==> config.mk <==
export PLATFORM = sky130hd
export DESIGN_NAME = control_pipe
export DESIGN_NICKNAME = d
export VERILOG_FILES = /design/src/rtl/ctrl_pkg.sv /design/src/rtl/control_decode.sv /design/src/rtl/control_pipe.sv
export SDC_FILE = /design/constraint.sdc
export NUM_CORES = 1
export LEC_CHECK = 0
export BUFFER_PORTS_ARGS = -buffer_cell sky130_fd_sc_hd__buf_2
export CAP_MARGIN = 25
export CORE_UTILIZATION = 30
export CTS_BUF_LIST = sky130_fd_sc_hd__clkbuf_8
export CTS_CLUSTER_SIZE = 30
export DETAILED_ROUTE_END_ITERATION = 10
export GPL_TIMING_DRIVEN = 0
export SYNTH_ARGS = -nofsm -noshare
export SYNTH_HDL_FRONTEND = slang
export SYNTH_HIERARCHICAL = 1
export SYNTH_SLANG_ARGS = --single-unit
==> constraint.sdc <==
create_clock -name clk -period 3.6 [get_ports clk]
set_clock_uncertainty 0.15 [all_clocks]
set_input_delay 0.36 -clock clk [delete_from_list [all_inputs] [get_ports clk]]
set_output_delay 0.36 -clock clk [all_outputs]
set_load 0.05 [all_outputs]
==> src/rtl/ctrl_pkg.sv <==
// Shared opcode, ALUOp and control-bundle layout definitions for the MIPS
// main-control pipeline.
package ctrl_pkg;

   localparam int EX_W = 5;
   localparam int M_W  = 5;
   localparam int WB_W = 2;

   localparam logic [5:0] OP_R    = 6'b000000;
   localparam logic [5:0] OP_LW   = 6'b100011;
   localparam logic [5:0] OP_SW   = 6'b101011;
   localparam logic [5:0] OP_BEQ  = 6'b000100;
   localparam logic [5:0] OP_BNE  = 6'b000101;
   localparam logic [5:0] OP_ADDI = 6'b001000;
   localparam logic [5:0] OP_SLTI = 6'b001010;
   localparam logic [5:0] OP_ANDI = 6'b001100;
   localparam logic [5:0] OP_ORI  = 6'b001101;
   localparam logic [5:0] OP_LUI  = 6'b001111;
   localparam logic [5:0] OP_J    = 6'b000010;

   typedef enum logic [2:0] {
      ALU_ADD   = 3'b000,
      ALU_SUB   = 3'b001,
      ALU_FUNCT = 3'b010,
      ALU_SLT   = 3'b011,
      ALU_OR    = 3'b100,
      ALU_AND   = 3'b101,
      ALU_LUI   = 3'b110
   } alu_op_e;

   // ex = {RegDst, ALUOp[2:0], ALUSrc}
   localparam int EX_REGDST   = 4;
   localparam int EX_ALUOP_HI = 3;
   localparam int EX_ALUOP_LO = 1;
   localparam int EX_ALUSRC   = 0;

   // m = {Branch, BranchNe, MemRead, MemWrite, Jump}
   localparam int M_BRANCH   = 4;
   localparam int M_BRANCHNE = 3;
   localparam int M_MEMREAD  = 2;
   localparam int M_MEMWRITE = 1;
   localparam int M_JUMP     = 0;

   // wb = {RegWrite, MemtoReg}
   localparam int WB_REGWRITE = 1;
   localparam int WB_MEMTOREG = 0;

endpackage

==> src/rtl/control_decode.sv <==
// Combinational opcode decoder: produces the EX/M/WB control bundles plus
// legality and register-source usage flags.
module control_decode
   import ctrl_pkg::*;
(
   input  logic [5:0]      i_op,
   output logic [EX_W-1:0] o_ex,
   output logic [M_W-1:0]  o_m,
   output logic [WB_W-1:0] o_wb,
   output logic            o_legal,
   output logic            o_uses_rs,
   output logic            o_uses_rt
);

   always_comb begin
      o_ex      = '0;
      o_m       = '0;
      o_wb      = '0;
      o_legal   = 1'b1;
      o_uses_rs = 1'b1;
      o_uses_rt = 1'b0;
      unique case (i_op)
         OP_R: begin
            o_ex      = {1'b1, ALU_FUNCT, 1'b0};
            o_wb      = 2'b10;
            o_uses_rt = 1'b1;
         end
         OP_LW: begin
            o_ex = {1'b0, ALU_ADD, 1'b1};
            o_m  = 5'b00100;
            o_wb = 2'b11;
         end
         OP_SW: begin
            o_ex      = {1'b0, ALU_ADD, 1'b1};
            o_m       = 5'b00010;
            o_uses_rt = 1'b1;
         end
         OP_BEQ: begin
            o_ex      = {1'b0, ALU_SUB, 1'b0};
            o_m       = 5'b10000;
            o_uses_rt = 1'b1;
         end
         OP_BNE: begin
            o_ex      = {1'b0, ALU_SUB, 1'b0};
            o_m       = 5'b11000;
            o_uses_rt = 1'b1;
         end
         OP_ADDI: begin
            o_ex = {1'b0, ALU_ADD, 1'b1};
            o_wb = 2'b10;
         end
         OP_SLTI: begin
            o_ex = {1'b0, ALU_SLT, 1'b1};
            o_wb = 2'b10;
         end
         OP_ANDI: begin
            o_ex = {1'b0, ALU_AND, 1'b1};
            o_wb = 2'b10;
         end
         OP_ORI: begin
            o_ex = {1'b0, ALU_OR, 1'b1};
            o_wb = 2'b10;
         end
         OP_LUI: begin
            o_ex      = {1'b0, ALU_LUI, 1'b1};
            o_wb      = 2'b10;
            o_uses_rs = 1'b0;
         end
         OP_J: begin
            o_m       = 5'b00001;
            o_uses_rs = 1'b0;
         end
         default: begin
            // Unknown opcodes decode to a bubble and read no registers
            o_legal   = 1'b0;
            o_uses_rs = 1'b0;
         end
      endcase
   end

endmodule

==> src/rtl/control_pipe.sv <==
// Pipelined main control: decodes in ID and carries the control bundles
// through ID/EX, EX/MEM and MEM/WB, with load-use stall and flush handling.
module control_pipe
   import ctrl_pkg::*;
#(
   parameter int REG_AW    = 5,
   parameter bit HAZARD_EN = 1'b1,
   parameter bit FLUSH_EX  = 1'b0
) (
   input  logic              clk,
   input  logic              rst,
   input  logic              id_valid,
   input  logic [5:0]        id_op,
   input  logic [REG_AW-1:0] id_rs,
   input  logic [REG_AW-1:0] id_rt,
   input  logic [REG_AW-1:0] ex_rt,
   input  logic              flush,
   output logic [EX_W-1:0]   ex_ctrl,
   output logic [M_W-1:0]    mem_ctrl,
   output logic [WB_W-1:0]   wb_ctrl,
   output logic              stall,
   output logic              ill_op
);

   logic [EX_W-1:0] w_ex;
   logic [M_W-1:0]  w_m;
   logic [WB_W-1:0] w_wb;
   logic            w_legal;
   logic            w_uses_rs;
   logic            w_uses_rt;
   logic            w_src_match;
   logic            w_hazard;
   logic            w_bubble;

   logic [EX_W-1:0] r_ex_p1;
   logic [M_W-1:0]  r_m_p1;
   logic [WB_W-1:0] r_wb_p1;
   logic [M_W-1:0]  r_m_p2;
   logic [WB_W-1:0] r_wb_p2;
   logic [WB_W-1:0] r_wb_p3;
   logic            r_ill_p1;

   control_decode u_decode (
      .i_op      (id_op),
      .o_ex      (w_ex),
      .o_m       (w_m),
      .o_wb      (w_wb),
      .o_legal   (w_legal),
      .o_uses_rs (w_uses_rs),
      .o_uses_rt (w_uses_rt)
   );

   assign w_src_match = (w_uses_rs && (ex_rt == id_rs)) ||
                        (w_uses_rt && (ex_rt == id_rt));
   // Only a load sitting in ID/EX can cause a one-bubble load-use stall
   assign w_hazard = HAZARD_EN && id_valid && r_m_p1[M_MEMREAD] &&
                     (ex_rt != '0) && w_src_match;
   assign w_bubble = flush || w_hazard || !id_valid;
   assign stall    = w_hazard && !flush && !rst;

   always_ff @(posedge clk) begin
      if (rst) begin
         r_ex_p1  <= '0;
         r_m_p1   <= '0;
         r_wb_p1  <= '0;
         r_m_p2   <= '0;
         r_wb_p2  <= '0;
         r_wb_p3  <= '0;
         r_ill_p1 <= 1'b0;
      end else begin
         // ID -> ID/EX
         if (w_bubble) begin
            r_ex_p1 <= '0;
            r_m_p1  <= '0;
            r_wb_p1 <= '0;
         end else begin
            r_ex_p1 <= w_ex;
            r_m_p1  <= w_m;
            r_wb_p1 <= w_wb;
         end
         r_ill_p1 <= id_valid && !w_legal && !flush;
         // ID/EX -> EX/MEM
         if (FLUSH_EX && flush) begin
            r_m_p2  <= '0;
            r_wb_p2 <= '0;
         end else begin
            r_m_p2  <= r_m_p1;
            r_wb_p2 <= r_wb_p1;
         end
         // EX/MEM -> MEM/WB
         r_wb_p3 <= r_wb_p2;
      end
   end

   assign ex_ctrl  = r_ex_p1;
   assign mem_ctrl = r_m_p2;
   assign wb_ctrl  = r_wb_p3;
   assign ill_op   = r_ill_p1;

endmodule

==> out/qor.yml, run 1 <==
routing:
  routed_via_density: 4.68
  drtPass1Iterations: 4
  drtIter0Drc: 23
  routed-via-count: 979
  wl_per_cell_um: 10.9
  wl_mm: 2.27
  drcViolationCount: 0
  ant_nets: 0
worst_setup_path:
  cp_cell_sequence: "buf_2 > nor2b_1 > or4_1 > a21oi_1 > nand2_1 > o22ai_1 > and3_2 > buf_2"
  path_common_cell: "buf_2"
  cp-start-kind: "input port"
  cp_top_family: "simple AND/OR/NAND/NOR gates"
  slowest_stage: "or4_1"
  cp_num_buf_inv: 2
  cp-end-kind: "primary output"
  critPathKind: "in2out"
  cpPeakStageDelay_ns: 0.40
  critical_path_arrival_ns: 2.05
  cp_max_fo: 9
  required_ns: 3.09
layout:
  final_cell_mix: "buf_2 (41), dfxtp_1 (22), nand2_1 (16)"
  antenna_cells: 0
  final_nets: 189
  final_common_cell: "buf_2"
  syn2layout_area_growth_pct: 26.1
  drive_gt1_share_pct: 38.0
synthesis:
  ys_seq_area_share_pct: 39.2
  synth_cell_types: 33
  synth.avg_cell_area_um2: 9.13
  ys_ff_latch: 22
  yosys_warnings: 6
  netlist_instances: 123
  synthTopCellsByArea: "dfxtp_1 (39%), xnor2_1 (8.6%), a21oi_2 (7.8%)"
  yosysTopAreaCell: "dfxtp_1"
  syn_nets: 148
  synth_top_area_share_pct: 39.2
  syn_area_um2: 1120
timing:
  setup_viol: 0
  setup_tns_ns: 0
  layout_setup_ws_ns: 1.04
  timing.final.crit_share_pct: 71.0
  grt_setup_unrepaired: "false"
  hold_viol: 0
  max_freq_ghz: 0.391
  tightest_slew_ns: 0.341
  maxSlewViolCount: 0
  period_needed_ns: 2.56
  max_slew_margin_pct: 77.2
clock_network:
  clk_pin_slew_ns: 0.07
  cts_buffers: 3
  htreeDepth: 1
  post_cts_resized: 0
  clk_root_buffer_cell: "clkbuf_8"
  clock_latency_ns: 0.25
  hold_buffers: 0
  post-cts-setup-buffers: 0
  cts_num_sinks: 22
  clockBufferDepth: 2
  cts_tree: "done"
placed_design:
  globalplace.congestion: 0.876
  hpwl_mm: 1.79
  dp_slack_ns: 1.03
  port_buffers: 36
floorplanning:
  die_w_um: 63.2
  die_area_um2: 3990
  core_area_um2: 3470
  design.portCount: 39
  rows: 21
  die_y_um: 63.2
  initial_core_util_pct: 32.4
grt:
  grt_max_degree: 13
  gr-usage-all-layers_pct: 12.9
  grt_overflow: 0
  grt_pass1_vias: 910
  antenna_found_initial: 0
  grt_first_pass_wirelength_mm: 4.14
hold_path:
  holdCritPathClass: "in2reg"
job:
  maxCapViolCount: 0
power:
  vdd_drop_max_uv: 122
  cellPowerDensity_nw_per_um2: 339
  p_leak_nw: 0.586
status:
  status: "complete, no violations"
==> registers in the layout, indices dropped and copies added, names as in the netlist <==
register  cells
ex_ctrl       5
ill_op        1
mem_ctrl      5
r_m_p1        5
r_wb_p1       2
r_wb_p2       2
wb_ctrl       2
==> cell families after synthesis <==
group / Yosys count / share of synthesized area (%)
flip-flops: 22 / 39.2
buffers and inverters: 9 / 4.90
AND/OR/NAND/NOR: 57 / 30.2
XOR/XNOR: 11 / 8.57
AO/OA/AOI/OAI: 24 / 17.1
==> final timing paths <==
check,to,cells past startpoint,slack [ns],from
min reg2reg,r_wb_p2[1],1,0.29,r_wb_p1[1]
max,stall,8,1.04,id_op[0]
min,r_wb_p2[1],2,0.23,rst
max reg2reg,ex_ctrl[1],3,2.54,r_m_p1[2]
==> power by group <==
part	internal (W)	total (W)	leakage, nW	switching [W]
clock network	0.0000972	0.000166	0.0288	0.0000687
registers	0.000245	0.000245	0.177	0.000000244
logic	0.0000307	0.0000695	0.380	0.0000388
total	0.000372	0.000480	0.586	0.000108
==> layer usage <==
layer	share of wire [%]	vias up	GRT usage (%)
met5	0	-	0
met4	1.9	0	5.97
met3	3.5	4	1.63
met2	47	24	21.6
met1	48	446	16.4
li1	-	505	-
==> layout make-up <==
cell class	instances	area (um^2)
clock buffer	4	55.1
multi-input combinational	92	628
timing repair buffer	36	180
inverter	1	3.75
sequential	22	440
tap	46	57.6
fill	393	2050
buffer	8	51.3
==> stage by stage <==
stage                     instances  area [um^2]  power (W)  hold slack (ns)  utilization, %
after CTS                       209         1420   0.000488            0.233            40.8
after global routing            209         1420   0.000507            0.241            40.8
after detailed placement        205         1360   0.000319            0.272            39.2
final                           209         1420   0.000480            0.233            40.8
after floorplan                 123         1120   0.000292            0.264               -
after global placement          205         1360   0.000318            0.266            39.2
==> cell usage after synthesis <==
cell       count
dfxtp_1       22
nand2_1       16
nor2b_1       12
xnor2_1       11
a21oi_2       10
a21oi_1        7
buf_2          5
nand4_1        4
nor2_1         4
nand3_1        3
or3_1          3
a311o_1        2
and2_1         2
buf_6          2
nor4_1         2
a21o_1         1
a2bb2oi_1      1
a31oi_1        1
and3_1         1
and3_2         1
and4_1         1
clkbuf_1       1
inv_1          1
nand2b_1       1
nor3_1         1
nor4_2         1
nor4b_1        1
nor4b_4        1
nor4bb_1       1
o22ai_1        1
o311a_4        1
or2_4          1
or4_1          1
No activity file was read; power rests on OpenSTA's default activity.
==> run 2: changes to the inputs <==
Clock period 3.6 ns to 2.3 ns, I/O delays scaled along.
==> out/qor.yml, run 2 (synthesis results as in run 1) <==
status:
  status: "complete, no violations"
floorplanning:
  design.portCount: 39  # unchanged
  die_y_um: 63.2  # unchanged
  initial_core_util_pct: 32.4  # unchanged
  core_area_um2: 3470  # unchanged
  die_area_um2: 3990  # unchanged
  die_w_um: 63.2  # unchanged
  rows: 21  # unchanged
layout:
  drive_gt1_share_pct: 39.0  # +0.99 points
  final_nets: 190  # +0.53%
  fillers: 390  # -0.76%
  final_common_cell: "buf_2"
  syn2layout_area_growth_pct: 27.5
  final_cell_count_no_fill: 210  # +0.48%
  antenna_cells: 0  # unchanged
  final_cell_mix: "buf_2 (40), dfxtp_1 (22), nand2_1 (16)"
  post-route-util_pct: 41.3  # +0.47 points
clock_network:
  htreeDepth: 1  # unchanged
  cts_tree: "done"
  hold_buffers: 0  # unchanged
  cts_buffers: 3  # unchanged
  cts_num_sinks: 22  # unchanged
  clk_root_buffer_cell: "clkbuf_8"
  clock_latency_ns: 0.25  # about the same
  clk_pin_slew_ns: 0.07  # about the same
  clockBufferDepth: 2  # unchanged
timing:
  tightest_slew_ns: 0.342  # +0.000305 ns
  timing.final.crit_share_pct: 93.6
  maxSlewViolCount: 0  # unchanged
  max_slew_margin_pct: 77.2  # about the same
  max_freq_ghz: 0.465
  period_needed_ns: 2.15
  setup_viol: 0  # unchanged
  hold_viol: 0  # unchanged
  grt_setup_unrepaired: "false"
hold_path:
  holdCritPathClass: "in2reg"
  hold_depth: 2  # unchanged
grt:
  gr-usage-all-layers_pct: 12.9  # unchanged
  grt_first_pass_wirelength_mm: 4.14  # unchanged
  grt_max_degree: 13  # unchanged
  grt_pass1_vias: 910  # unchanged
  antenna_found_initial: 0  # unchanged
  grt_overflow: 0  # unchanged
worst_setup_path:
  cp_max_fo: 9  # unchanged
  cp_top_family: "simple AND/OR/NAND/NOR gates"
  critPathKind: "in2out"
  cp_num_buf_inv: 2  # unchanged
  cp-start-kind: "input port"
  cp_cell_sequence: "buf_2 > nor2b_1 > or4_1 > a21oi_1 > nand2_1 > o22ai_2 > and3_2 > buf_4"
  required_ns: 1.92  # -1.17 ns
  critical_path_arrival_ns: 1.77  # -0.28 ns
  cpPeakStageDelay_ns: 0.40  # about the same
  crit_cells: 8  # unchanged
  reg2reg_depth: 3  # unchanged
  cp-end-kind: "primary output"
  slowest_stage: "or4_1"
power:
  p_int_w: 0.000583  # +57%
  swShare_pct: 22.5  # +0.049 points
  comb_power_share_pct: 14.6  # about the same
  cellPowerDensity_nw_per_um2: 525  # +55%
  p_leak_nw: 0.592  # +0.98%
  vdd_drop_max_uv: 191  # +57%
  p_clk_share_pct: 34.5  # about the same
  power_frac_seq_pct: 50.9  # about the same
  power_switching_w: 0.000169  # +57%
routing:
  routed_via_density: 4.66  # -0.48%
  drtPass1Iterations: 4  # unchanged
  dr.max_layer_used: "met4"
  drcViolationCount: 0  # unchanged
  routed-via-count: 979  # unchanged
  wl_mm: 2.29  # +0.92%
  drtIter0Drc: 24  # +4.3%
  wl_met1_mm: 1.09  # +0.93%
  met3WireLength_um: 86  # +7.5%
  wl_per_cell_um: 10.9  # +0.44%
  ant_nets: 0  # unchanged
  wl_met2_mm: 1.07  # +0.56%
placed_design:
  dp_cells: 205  # unchanged
  hpwl_mm: 1.79  # unchanged
  port_buffers: 36  # unchanged
  globalplace.congestion: 0.876  # unchanged
job:
  maxCapViolCount: 0  # unchanged
## run 2: layer usage
metal	vias to the layer above	GRT usage, %
li1	509	-
met1	444	16.4
met2	22	21.6
met3	4	1.63
met4	0	5.97
met5	-	0
## run 2: power by group through the flow
| stage | sequential [W] | combinational (W) | clock (W) |
|---|---|---|---|
| after CTS | 0.000383 | 0.000109 | 0.000271 |
| after global routing | 0.000383 | 0.000122 | 0.000290 |
| after detailed placement | 0.000392 | 0.000108 | 0 |
| after floorplan | 0.000397 | 0.0000599 | 0 |
| final | 0.000383 | 0.000110 | 0.000260 |
| after global placement | 0.000392 | 0.000106 | 0 |
## run 2: final cells by class
class / instances / area, um^2 / share of cell area, %
flip-flops and latches: 22 / 440 / 30.7
inverters: 1 / 3.75 / 0.262
clock buffers: 4 / 55.1 / 3.84
multi-input cells: 92 / 634 / 44.3
repair buffers: 37 / 190 / 13.3
well taps: 46 / 57.6 / 4.02
plain buffers: 8 / 51.3 / 3.58
## run 2: what timing repair did
action | CTS | global route
pin swaps | 0 | 1
gates resized for setup | 1 | 1
buffers inserted | 0 | 1
endpoints found under the setup margin | 1 | 1
## run 2: path summary, 6_finish.rpt
check / startpoint / end / slack, ns
worst min-delay path: rst / r_wb_p2[1] / 0.10
worst min register to register: r_wb_p1[1] / r_wb_p2[1] / 0.29
worst max register to register: r_m_p1[2] / ex_ctrl[1] / 1.24
worst max-delay path: id_op[0] / stall / 0.15
## run 2: worst reg2reg max path: stages, from the launching register on
cell and delay, ns:
dfxtp_1 0.35, o311a_4 0.21, buf_6 0.16, a21oi_2 0.07
## run 2: through the flow
step	hold slack, ns	total power, W	setup WS (ns)	setup TNS (ns)	cell area (um^2)
after global placement	0.266	0.000498	-0.0276	-0.0276	1360
after detailed placement	0.272	0.000500	-0.00827	-0.00827	1360
after global routing	0.111	0.000795	0.0166	0	1430
after CTS	0.103	0.000763	0.0424	0	1420
after floorplan	0.152	0.000457	0.286	0	1120
final	0.103	0.000753	0.148	0	1430
